## src/rtl/ex_div_unit_pkg.sv

```systemverilog
// Shared definitions for the EX-stage divider: data width, FSM encoding,
// stall-request levels and a conditional absolute-value helper.
package ex_div_unit_pkg;

  localparam int DATA_W = 32;
  localparam int CNT_W  = $clog2(DATA_W);

  localparam logic STOP    = 1'b1;
  localparam logic NO_STOP = 1'b0;

  typedef enum logic [1:0] {
    ST_IDLE     = 2'd0,
    ST_DIV_ZERO = 2'd1,
    ST_ON       = 2'd2,
    ST_END      = 2'd3
  } div_state_e;

  // Magnitude of a two's-complement value; unsigned operands pass through.
  function automatic logic [DATA_W-1:0] abs_val(input logic [DATA_W-1:0] value,
                                                input logic              is_signed);
    return (is_signed && value[DATA_W-1]) ? (~value + DATA_W'(1)) : value;
  endfunction

endpackage

```

## src/rtl/ex_div_unit_div_step.sv

```systemverilog
// One restoring radix-2 iteration: shift {rem, quo} left, trial-subtract the
// divisor from the 33-bit partial remainder, and record the quotient bit.
module div_step
  import ex_div_unit_pkg::*;
(
  input  logic [2*DATA_W-1:0] rem_quo_i,
  input  logic [DATA_W-1:0]   divisor_i,
  output logic [2*DATA_W-1:0] rem_quo_o
);

  logic [DATA_W:0]   partial;
  logic              fits;
  logic [DATA_W-1:0] diff;

  // The difference always fits in DATA_W bits whenever the subtraction is kept.
  always_comb begin
    partial = rem_quo_i[2*DATA_W-1:DATA_W-1];
    fits    = (partial >= {1'b0, divisor_i});
    diff    = partial[DATA_W-1:0] - divisor_i;
    if (fits) begin
      rem_quo_o = {diff, rem_quo_i[DATA_W-2:0], 1'b1};
    end else begin
      rem_quo_o = {rem_quo_i[2*DATA_W-2:0], 1'b0};
    end
  end

endmodule

```

## src/rtl/ex_div_unit.sv

```systemverilog
// Multi-cycle 32-bit signed/unsigned divider for the EX stage; holds the
// pipeline via stall_request_o until quotient and remainder are ready.
module ex_div_unit
  import ex_div_unit_pkg::*;
(
  input  logic              clk,
  input  logic              rst_n,
  input  logic              start_i,
  input  logic              signed_div_i,
  input  logic [DATA_W-1:0] dividend_i,
  input  logic [DATA_W-1:0] divisor_i,
  input  logic              annul_i,
  output logic              stall_request_o,
  output logic              result_valid_o,
  output logic [DATA_W-1:0] quotient_o,
  output logic [DATA_W-1:0] remainder_o
);

  div_state_e          state_q;
  logic [CNT_W-1:0]    cnt_q;
  logic [2*DATA_W-1:0] acc_q, acc_d;
  logic [DATA_W-1:0]   dvsr_q;
  logic                neg_quo_q, neg_rem_q;
  logic [DATA_W-1:0]   quotient_q, remainder_q;
  logic [DATA_W-1:0]   quo_fix_d, rem_fix_d;

  div_step u_div_step (
    .rem_quo_i (acc_q),
    .divisor_i (dvsr_q),
    .rem_quo_o (acc_d)
  );

  always_comb begin
    quo_fix_d = neg_quo_q ? (~acc_d[DATA_W-1:0] + DATA_W'(1)) : acc_d[DATA_W-1:0];
    rem_fix_d = neg_rem_q ? (~acc_d[2*DATA_W-1:DATA_W] + DATA_W'(1))
                          : acc_d[2*DATA_W-1:DATA_W];
  end

  // Annul wins in every state and leaves the published results untouched.
  always_ff @(posedge clk or negedge rst_n) begin
    if (!rst_n) begin
      state_q     <= ST_IDLE;
      cnt_q       <= '0;
      acc_q       <= '0;
      dvsr_q      <= '0;
      neg_quo_q   <= 1'b0;
      neg_rem_q   <= 1'b0;
      quotient_q  <= '0;
      remainder_q <= '0;
    end else if (annul_i) begin
      state_q <= ST_IDLE;
    end else begin
      case (state_q)
        ST_IDLE: begin
          if (start_i) begin
            cnt_q     <= '0;
            neg_quo_q <= signed_div_i & (dividend_i[DATA_W-1] ^ divisor_i[DATA_W-1]);
            neg_rem_q <= signed_div_i & dividend_i[DATA_W-1];
            if (divisor_i == '0) begin
              state_q <= ST_DIV_ZERO;
              acc_q   <= {{DATA_W{1'b0}}, dividend_i};
            end else begin
              state_q <= ST_ON;
              acc_q   <= {{DATA_W{1'b0}}, abs_val(dividend_i, signed_div_i)};
              dvsr_q  <= abs_val(divisor_i, signed_div_i);
            end
          end
        end
        ST_DIV_ZERO: begin
          state_q     <= ST_END;
          quotient_q  <= '1;
          remainder_q <= acc_q[DATA_W-1:0];
        end
        ST_ON: begin
          acc_q <= acc_d;
          cnt_q <= cnt_q + CNT_W'(1);
          if (cnt_q == CNT_W'(DATA_W-1)) begin
            state_q     <= ST_END;
            quotient_q  <= quo_fix_d;
            remainder_q <= rem_fix_d;
          end
        end
        ST_END:  state_q <= ST_IDLE;
        default: state_q <= ST_IDLE;
      endcase
    end
  end

  assign stall_request_o = (start_i && !annul_i && rst_n && (state_q != ST_END)) ? STOP : NO_STOP;
  assign result_valid_o  = (state_q == ST_END);
  assign quotient_o      = quotient_q;
  assign remainder_o     = remainder_q;

endmodule

```

## config.mk

```make
export PLATFORM = sky130hd
export DESIGN_NAME = ex_div_unit
export DESIGN_NICKNAME = d
export VERILOG_FILES = /design/src/rtl/ex_div_unit_pkg.sv /design/src/rtl/ex_div_unit_div_step.sv /design/src/rtl/ex_div_unit.sv
export SDC_FILE = /design/constraint.sdc
export NUM_CORES = 1
export LEC_CHECK = 0
export BUFFER_PORTS_ARGS = -buffer_cell sky130_fd_sc_hd__buf_4
export CORE_MARGIN = 2
export CORE_UTILIZATION = 35
export CTS_CLUSTER_DIAMETER = 80
export DETAILED_ROUTE_END_ITERATION = 12
export PLACE_DENSITY_LB_ADDON = 0.08
export SLEW_MARGIN = 40
export SYNTH_ARGS = -nofsm -noshare
export SYNTH_HDL_FRONTEND = slang
export SYNTH_SLANG_ARGS = --single-unit
```

## constraint.sdc

```tcl
create_clock -name clk -period 5.6 [get_ports clk]
set_clock_uncertainty 0.1 [all_clocks]
set_input_delay 1.12 -clock clk [delete_from_list [all_inputs] [get_ports clk]]
set_output_delay 1.12 -clock clk [all_outputs]
set_load 0.005 [all_outputs]
```

Word-level counts from Yosys, hierarchy flattened
Index checks and enable logic that the tools add are counted.

storage, ports and cells
  memory bits (writable) = 0
  memory bits (read-only) = 0
  output and inout port bits = 66
  memories kept = 0
  register bits after elaboration = 169
  input bits = 69
  bits in latches = 0
  logic and storage cells = 68

cells by class
  equal/unequal tests = 9
  reduce and logical (&&, ||, !) cells = 15
  multiply operators = 0
  bitwise logic cells = 9
  shift operators = 0
  div/mod/pow operators = 0
  magnitude comparators = 1
  add/subtract/negate cells = 6
  mux-type cells = 20

operators by type and width
  cell                                           number
  2-to-1 mux 32 bit                              7
  adder 32 x 1 -> 32 bit, second input constant  4
  2-to-1 mux 64 bit                              2
  NOT 32 bit                                     4
  case mux 32 bit (2 select lines)               2
  case mux 64 bit (2 select lines)               1
  >= comparator 33 x 32 -> 1 bit                 1
  zero test 32 bit                               1
  subtractor 32 bit                              1
  case mux 5 bit (2 select lines)                1
  AND reduction 3 bit                            3
  2-to-1 mux 2 bit                               4
  case mux 2 bit (4 select lines)                1
  inequality test 2 bit, second input constant   3
  inequality test 3 bit, second input constant   2
  adder 5 x 1 -> 5 bit, second input constant    1
  == test 5 bit, second input constant           1
  logical AND 1 bit                              5
  2-to-1 mux 5 bit                               1
  == test 2 bit, second input constant           2
  AND reduction 4 bit                            1
  nonzero test 2 bit                             2
  AND 1 bit                                      2
  == test 2 x 1 -> 1 bit, second input constant  1
  6 further kinds                                7

Logic depth before layout (Yosys ltp)
Gate-level depths: netlist of the first run.

  word-level depth = 7
  depth in mapped cells = 21
  mapped depth without buffers = 16

Modules after synthesis
From an unflattened synthesis of the first run, not the netlist that was laid out.

second synthesis, totals
  cell total of the unflattened synthesis = 1560
  area total of the unflattened synthesis = 12829.8 µm²

by module, submodules not included
  module       instances  area each (µm²)  seq. area each (µm²)  cells each
  ex_div_unit  1          10198.5          4229.1                1198
  div_step     1          2631.3           0.0                   362

Worst setup path after synthesis of the first run
No wires, ideal clock.

  path type = register -> register
  from = register acc_q[44]
  to = register remainder_q[30] (netlist: remainder_o[30])
  cell stages (with the launch flop) = 21
  required time = 5.374 ns
  setup slack = 0.611 ns
  period minus slack after synthesis = 4.989 ns
  arrival = 4.763 ns
  library setup time = 0.126 ns
  cells stage by stage = dfrtp_1 -> ha_1 -> buf_2 -> nand2_1 -> or4_1 -> or4_1 -> and3_1 -> buf_6 -> nand2_4 -> clkbuf_1 -> buf_2 -> buf_2 -> nand2_1 -> o21ai_0 -> ha_1 -> a21boi_2 -> o2111ai_1 -> or3_4 -> o21ai_2 -> xnor2_1 -> a221o_1

on the way
  longest elaborated chain between the ends = 7
  elaborated cells on any way between the ends = 8
  those cells by class = 2 x add/sub; 1 x order compare; 4 x mux; 1 x bitwise

RTL lines
  what                                                                 line                                                    RTL
  from (decl)                                                          ex_div_unit.sv:21                                       logic [2*DATA_W-1:0] acc_q, acc_d;
  from (signal assigned)                                               ex_div_unit.sv:61                                       acc_q <= {{DATA_W{1'b0}}, dividend_i};
  from (signal assigned)                                               ex_div_unit.sv:64                                       acc_q <= {{DATA_W{1'b0}}, abs_val(dividend_i, signed_div_i)};
  subtractor 32 bit or >= comparator 33 x 32 -> 1 bit (tied branches)  ex_div_unit_div_step.sv:19, ex_div_unit_div_step.sv:18
  2-to-1 mux 64 bit (*)                                                ex_div_unit_div_step.sv:20                              if (fits) begin
  NOT 32 bit                                                           ex_div_unit.sv:35                                       rem_fix_d = neg_rem_q ? (~acc_d[2*DATA_W-1:DATA_W] + DATA_W'(1))
  adder 32 x 1 -> 32 bit                                               ex_div_unit.sv:35
  2-to-1 mux 32 bit (*)                                                ex_div_unit.sv:35
  2-to-1 mux 32 bit (*)                                                ex_div_unit.sv:77                                       if (cnt_q == CNT_W'(DATA_W-1)) begin
  case mux 32 bit (2 select lines) (*)                                 ex_div_unit.sv:53                                       case (state_q)
  to (signal assigned)                                                 ex_div_unit.sv:72                                       remainder_q <= acc_q[DATA_W-1:0];
  to (signal assigned)                                                 ex_div_unit.sv:80                                       remainder_q <= rem_fix_d;
  to (decl)                                                            ex_div_unit.sv:24                                       logic [DATA_W-1:0] quotient_q, remainder_q;

Mark *: on every way between the ends. The rest lies on a longest branch, timed or not. The select of a mux whose other input is x is not followed.
A chain may end at the register's enable or synchronous reset.

Worst setup path in the final report of the first run
  from = register acc_q[43]
  to = register remainder_q[30] (netlist: remainder_o[30])

The elaborated chain is that of the path after synthesis.

==> results.md, run 1 <==
- Final-report max-slew violation count: 0
- Post-synthesis cell type count: 79
- Internal power: 3480 uW
- Via count of the first global-routing pass: between 10000 and 15000
- CTS Hold Bufs: 0
- Number of nets in the finished design: approximately 1800
- First-pass DRT Iterations: 5
- Overall via count from detail_route: 11624
- Number of instances in the synthesized netlist: between 1500 and 2000
- Final hold vios: 0
- RSZ-0062 raised after global routing: false
- Destination of the worst register-to-register timing path: remainder_o[30]
- Delay contributed by the slowest stage of the critical path: between 0.5 and 0.6 ns
- Depth of the most critical reg-to-reg path: 15
- Most common flop cell mapped by yosys: dfrtp_1
- N_diodes: 0
- Fraction of synthesized cell area taken by the top area cell type: 0.344
- Total of flip-flops plus latches after synthesis: between 150 and 200
- Clock Tree Root: clkbuf_16
- Placer congestion estimate: between 0.8 and 0.9
- Worst hold slack after final layout: ~0.39 ns
- Data required time at the worst endpoint: 5.85 ns
- Sequential cell fraction of total power: 0.335
- Largest delay share family, worst path: simple AND/OR/NAND/NOR gates
- Non-filler cells, final: 2110
- Power consumption: between 6000 and 7000 uW
- Library cell contributing the largest single delay on the critical path: or4_1
- Clock transition time at the flip-flop clock pins of the worst setup and hold paths: roughly 0.07 ns
- Final HPWL from detailed placement: 31500 um
- Hold Path Sink: remainder_o[12]
- Number of standard-cell rows in the floorplan: ~70
- Worst Setup Path Type: register to register
- Initial antenna violation count: 0
- Final routed DRC violation total: 0
- Proportion of synthesized flip-flops having asynchronous set or reset: 1.00
- Drt total wl: around 42000 um
- Signal arrival time at the worst endpoint: around 5.3 ns
- Worst slack at placement: between 0.5 and 0.6 ns
- Top-count cell post-synth: nand2_1
- Synthesized cell area: 12300 sq um
- TritonCTS Sinks: between 150 and 200
- Cts repair resizes: 0
- Area growth from synthesis to layout: 16.8%
- Result of the run: finished clean
- Mapped Nets: 1664
- Setup Viol. Count Final: 0
- IO Count: 135
- Standby leakage power: ~0.0062 uW
- Number of synthesized flops with an enable pin: 0
- Critical register-to-register path startpoint: acc_q[43]
- Share of the clock period used by the worst path after layout: 0.909
- Routed length per instance: 19.7 um
- Initial core utilization: 0.356
- CP cell instances: ha_1, nand2_1, or4_1, or4_1, and3_1, nand2_4, inv_2, mux2i_1, ha_1, a21boi_2, o2111ai_1, or3_4, o21ai_2, xnor2_1, a221o_1
- Setup TNS Final: 0 ns
- Number of setup buffers added after CTS: 0
- Total of warnings raised by yosys: 0
- GRT Util Overall: 0.230
- Number of port buffers: about 130
- Normalized max-slew margin: 0.456
- Cell types with the largest area share after synthesis: dfrtp_1 34%, o21ai_0 7.2%, xor2_1 6.4%, nand2_1 6.3%, a21oi_1 6.2%
- Commonest cells in the synthesized netlist: 206 x nand2_1, 177 x o21ai_0, 169 x dfrtp_1
- Worst ir drop on vdd: approximately 240 uV
- TritonCTS clock tree: yes
- Actual slew at the worst max-slew pin: between 0.8 and 0.9 ns
- Share of total power in the clock network: 0.199
- Mapped Avg Cell Area: 7.93 sq um
- Worst-Skew Late Latency: 0.47 ns
- Total of max-cap violations: 0
- Die span in y: roughly 190 um
- Fmax: around 200 MHz
- Post-synthesis cell type with the largest combined area: dfrtp_1
- Die X: ~190 um
- Std-Cell Core Area: 34500 sq um
- Number of design-rule violations left by the first detailed-router iteration: between 700 and 800
- Worst hold path depth: 1
- Post-DRT Antenna Nets: 0
- Global-route congestion overflow total: 0
- Net Switching: between 2000 and 3000 uW
- Share of power burned in combinational logic: 0.466
- Areal power density over the cells: 430 nW/um^2
- Switching share of total power: 0.438
- R2R setup slack: ~0.51 ns
- Number of inserted filler cells in the final layout: 3594
- Proportion of layout cells with a drive suffix above 1: 0.137
- First-pass GRT wire length: approximately 65000 um
- Buffer levels on the longest clock path: 2
- CTS Buf Count: 17
- CP Capture Type: register
- Number of cells in the design after placement: just over 2000
- Final worst path period need: 5.09 ns
- H-tree depth: 4
- Pin count of the biggest net entering global routing: 75
- Hold path startpoint: remainder_o[12]
- Worst hold path class: register to register
- Bufs and invs on worst path: 1
- Min setup slack post-route: about 0.5 ns
- DIE AREA: between 30000 and 40000 sq um
- Worst Path Max Fanout: 16
- Setup crit start kind: register
- Number of vias per cell after detailed routing: around 5.5
- Part of the Yosys area used for sequential elements: 0.344
metal layers:
layer	up-vias	global-route usage	wire, um
met5	-	0	0
met4	0	0.0627	632
met3	31	0.0272	1210
met2	228	0.372	19700
met1	5646	0.324	20100
li1	5719	-	-
registers in the layout, indices dropped and copies added (netlist names):
| name | flops |
|---|---|
| cnt_q | 5 |
| state_q | 2 |
| remainder_o | 32 |
| acc_q | 64 |
| neg_quo_q | 1 |
| dvsr_q | 32 |
| quotient_o | 32 |
| neg_rem_q | 1 |
cell families after synthesis:
logic type,count (synthesis),synth area share
simple gates,530,0.204
compound gates,513,0.251
flops,169,0.344
buf+inv,145,0.0467
xor+xnor,125,0.0890
fa+ha+maj,44,0.0453
mux,25,0.0204
per-stage QoR:
stage,utilization,instance area (sq um)
6_report,0.416,14400
3_3_place_gp,0.398,13800
4_1_cts,0.416,14400
3_5_place_dp,0.399,13800
2_1_floorplan,-,12300
5_1_grt,0.416,14400
cell usage in the layout, fill, tap and decap left out, types with 22 or more instances in the layout:
master,instances
nand2_1,204
o21ai_0,177
dfrtp_1,167
buf_4,158
a21oi_1,152
nor2_1,115
xor2_1,90
inv_1,56
ha_1,42
nor3_1,37
xnor2_1,35
o31ai_1,34
nand3_1,31
or3_1,25
mux2i_1,24
a21o_1,22
worst max-delay path by stage:
stage,endpoint,cells after the start,from
6_report,remainder_o[30],15,acc_q[43]
3_3_place_gp,remainder_o[30],15,acc_q[57]
5_1_grt,remainder_o[30],15,acc_q[57]
2_1_floorplan,remainder_o[30],20,acc_q[44]
3_5_place_dp,remainder_o[30],15,acc_q[43]
4_1_cts,remainder_o[30],15,acc_q[43]
power by group through the flow:
stage                     sequential (uW)  clock, uW  combinational, uW
after floorplan                      1910          0               1960
after global placement               2080          0               2870
after detailed placement             2090          0               2870
after CTS                            2070       1260               2890
after global routing                 2130       1300               3210
final                                2070       1230               2880
layout make-up:
class                           instances  area [sq um]  area share
Clock buffer                           19           443      0.0308
Multi-Input combinational cell       1237          7550       0.526
Clock inverter                         12           141     0.00984
Timing Repair Buffer                  161          1220      0.0849
Tap cell                              455           569      0.0396
Inverter                               57           214      0.0149
Sequential cell                       169          4230       0.294
worst reg2reg max path, stage by stage (launching register included):
cell and delay (ns):
dfrtp_1 0.46, ha_1 0.50, nand2_1 0.13, or4_1 0.59
or4_1 0.53, and3_1 0.33, nand2_4 0.16, inv_2 0.14
mux2i_1 0.26, ha_1 0.28, a21boi_2 0.24, o2111ai_1 0.30
or3_4 0.44, o21ai_2 0.15, xnor2_1 0.08, a221o_1 0.30
(Power assumes the default switching activity.)
==> inputs of run 2 (changes only) <==
--- a/config.mk
+++ b/config.mk
@@ -6,9 +6,10 @@
 export NUM_CORES = 1
 export LEC_CHECK = 0
 export BUFFER_PORTS_ARGS = -buffer_cell sky130_fd_sc_hd__buf_4
-export CORE_MARGIN = 2
+export CORE_MARGIN = 1.5
 export CORE_UTILIZATION = 35
 export CTS_CLUSTER_DIAMETER = 80
+export CTS_CLUSTER_SIZE = 40
 export DETAILED_ROUTE_END_ITERATION = 12
 export PLACE_DENSITY_LB_ADDON = 0.08
 export SLEW_MARGIN = 40
==> results.md, run 2 (same netlist as run 1, synthesis figures left out) <==
- CTS Hold Bufs: 0 (unchanged)
- Number of nets in the finished design: 1754 (-0.11%)
- Most common library cell in the layout ignoring fill and taps: nand2_1
- Final routed DRC violation total: 0 (unchanged)
- Die span in y: 191 um (-0.52%)
- Worst-Skew Late Latency: 0.45 ns (-0.02 ns)
- Worst Path Max Fanout: 16 (unchanged)
- Std-Cell Core Area: 34500 sq um (unchanged)
- Most flops, register: acc_q
- Placer congestion estimate: 0.886 (+1.8%)
- Critical register-to-register path startpoint: acc_q[43]
- Number of vias per cell after detailed routing: 5.56 (+0.95%)
- TritonCTS clock tree: yes
- CP Capture Type: register
- Total of max-cap violations: 0 (unchanged)
- Pin count of the biggest net entering global routing: 71 (-5.3%)
- Data required time at the worst endpoint: 5.83 ns (-0.02 ns)
- Clock Tree Root: clkbuf_16
- Library cell contributing the largest single delay on the critical path: or4_1
- IO Count: 135 (unchanged)
- Worst Setup Path Type: register to register
- Worst ir drop on vdd: 257 uV (+8.6%)
- Delay contributed by the slowest stage of the critical path: 0.59 ns (about the same)
- RSZ-0062 raised after global routing: false
- Worst hold slack after final layout: 0.384 ns (-0.00160 ns)
- First-pass GRT wire length: 65500 um (+1.4%)
- Routed length per instance: 19.9 um (+1.0%)
- N_diodes: 0 (unchanged)
- Initial antenna violation count: 1 (+1)
- Post-DRT Antenna Nets: 0 (unchanged)
- First-pass DRT Iterations: 6 (+1)
- Max reg flops: 64 (unchanged)
- Finished layout cell area: 14400 sq um (about the same)
- Storage element area: 4230 sq um (unchanged)
- Hold path startpoint: cnt_q[4]
- Share of the clock period used by the worst path after layout: 0.927 (+0.0180)
- Normalized max-slew margin: 0.402 (-0.0540)
- Setup crit start kind: register
- H-tree depth: 4 (unchanged)
- Via count of the first global-routing pass: 11184 (+0.74%)
- Multi-input combinational cell area: 7540 sq um (-0.20%)
- Buffer levels on the longest clock path: 2 (unchanged)
- GRT Util Overall: 0.234 (+0.00372)
- Number of standard-cell rows in the floorplan: 68 (unchanged)
- Number of inserted filler cells in the final layout: 3630 (+1.0%)
- Cts repair resizes: 0 (unchanged)
- Signal arrival time at the worst endpoint: 5.42 ns (+0.08 ns)
- Launching instance or port of the critical path: acc_q[43]
- Result of the run: finished clean
- Clock transition time at the flip-flop clock pins of the worst setup and hold paths: 0.07 ns (about the same)
- TritonCTS Sinks: 169 (unchanged)
- Area growth from synthesis to layout: 16.8% (about the same)
- Overall via count from detail_route: 11723 (+0.85%)
- Final HPWL from detailed placement: 31900 um (+1.4%)
- Proportion of layout cells with a drive suffix above 1: 0.134 (-0.00286)
- Most frequent cells in the layout: 204 x nand2_1, 177 x o21ai_0, 167 x dfrtp_1, 156 x buf_4, 152 x a21oi_1
- CTS Buf Count: 17 (unchanged)
- Setup Viol. Count Final: 0 (unchanged)
- Drt total wl: 42000 um (+0.91%)
- Worst hold path class: register to register
- Actual slew at the worst max-slew pin: 0.892 ns (+0.0756 ns)
- Final-report max-slew violation count: 0 (unchanged)
- Number of port buffers: 134 (unchanged)
- Global-route congestion overflow total: 0 (unchanged)
- R2R setup slack: 0.41 ns (-0.10 ns)
- Initial core utilization: 0.356 (unchanged)
- Die X: 191 um (-0.52%)
- Fmax: 193 MHz (-1.9%)
- DIE AREA: 36300 sq um (-1.0%)
- Number of design-rule violations left by the first detailed-router iteration: 596 (-20%)
- Standby leakage power: 0.00626 uW (+0.22%)
- Final hold vios: 0 (unchanged)
- Final worst path period need: 5.19 ns (+0.101 ns)
- Number of setup buffers added after CTS: 0 (unchanged)
- Areal power density over the cells: 431 nW/um^2 (+0.21%)
- Setup TNS Final: 0 ns (unchanged)
- CP cell instances: ha_1, nand2_1, or4_1, or4_1, and3_1, nand2_4, inv_2, mux2i_1, ha_1, a21boi_2, o2111ai_1, or3_4, o21ai_2, xnor2_1, a221o_1
- Placed standard-cell area: 13800 sq um (about the same)
run 2: cell types whose count changed in the layout (fill, tap and decap cells not counted), sizes merged:
| cell | previous run | this run |
|---|---|---|
| buf | 161 | 159 |
| clkinv | 2 | 3 |
| clkbuf | 19 | 21 |
| bufinv | 2 | 3 |
| inv | 60 | 58 |
| clkinvlp | 5 | 3 |
run 2: through the flow:
stage / std cells / power (uW) / utilization / worst slack (ns)
global route: 2108 / 6680 / 0.416 / 0.0828
detailed placement: 2077 / 4950 / 0.399 / 0.437
floorplan: 1551 / 3860 / - / 0.611
finish: 2108 / 6200 / 0.416 / 0.409
CTS: 2108 / 6250 / 0.416 / 0.432
global placement: 2077 / 4940 / 0.398 / 0.621
run 2: path summary, 6_finish.rpt:
path                       cells after the start         endpoint
max in group asynchronous                      3       dvsr_q[29]
setup / recovery                              15  remainder_o[30]
hold reg to reg                                2         cnt_q[4]
hold / removal                                 2         cnt_q[4]
setup reg to reg                              15  remainder_o[30]
min in group asynchronous                      1         acc_q[7]
run 2: report_power, final:
part	total [uW]	internal, uW	switching [uW]
clock	1260	725	534
sequential	2080	1630	445
combinational	2860	1170	1690
total	6200	3530	2670
run 2: routing by layer:
layer	track usage	up-vias	share of wire
met1	0.333	5755	0.48
met5	0	-	0
li1	-	5732	-
met4	0.0569	0	0.017
met2	0.375	201	0.47
met3	0.0296	35	0.028
run 2: worst max-delay path: cells and delay by family (launching register included):
kind / cells / cell delay [ns]
muxes: 1 / 0.27
and+or+nand+nor: 6 / 2.24
adders and majority gates: 2 / 0.78
DFF: 1 / 0.44
buffers and inverters: 1 / 0.18
AOI/OAI and AO/OA: 4 / 1.00
xor gates and xnor gates: 1 / 0.07
run 2: final cells by class:
| cell class | instances | area share |
|---|---|---|
| Clock buffer | 21 | 0.0320 |
| Inverter | 57 | 0.0149 |
| Tap cell | 455 | 0.0396 |
| Multi-Input combinational cell | 1237 | 0.525 |
| Sequential cell | 169 | 0.294 |
| Timing Repair Buffer | 159 | 0.0844 |
| Clock inverter | 10 | 0.0100 |
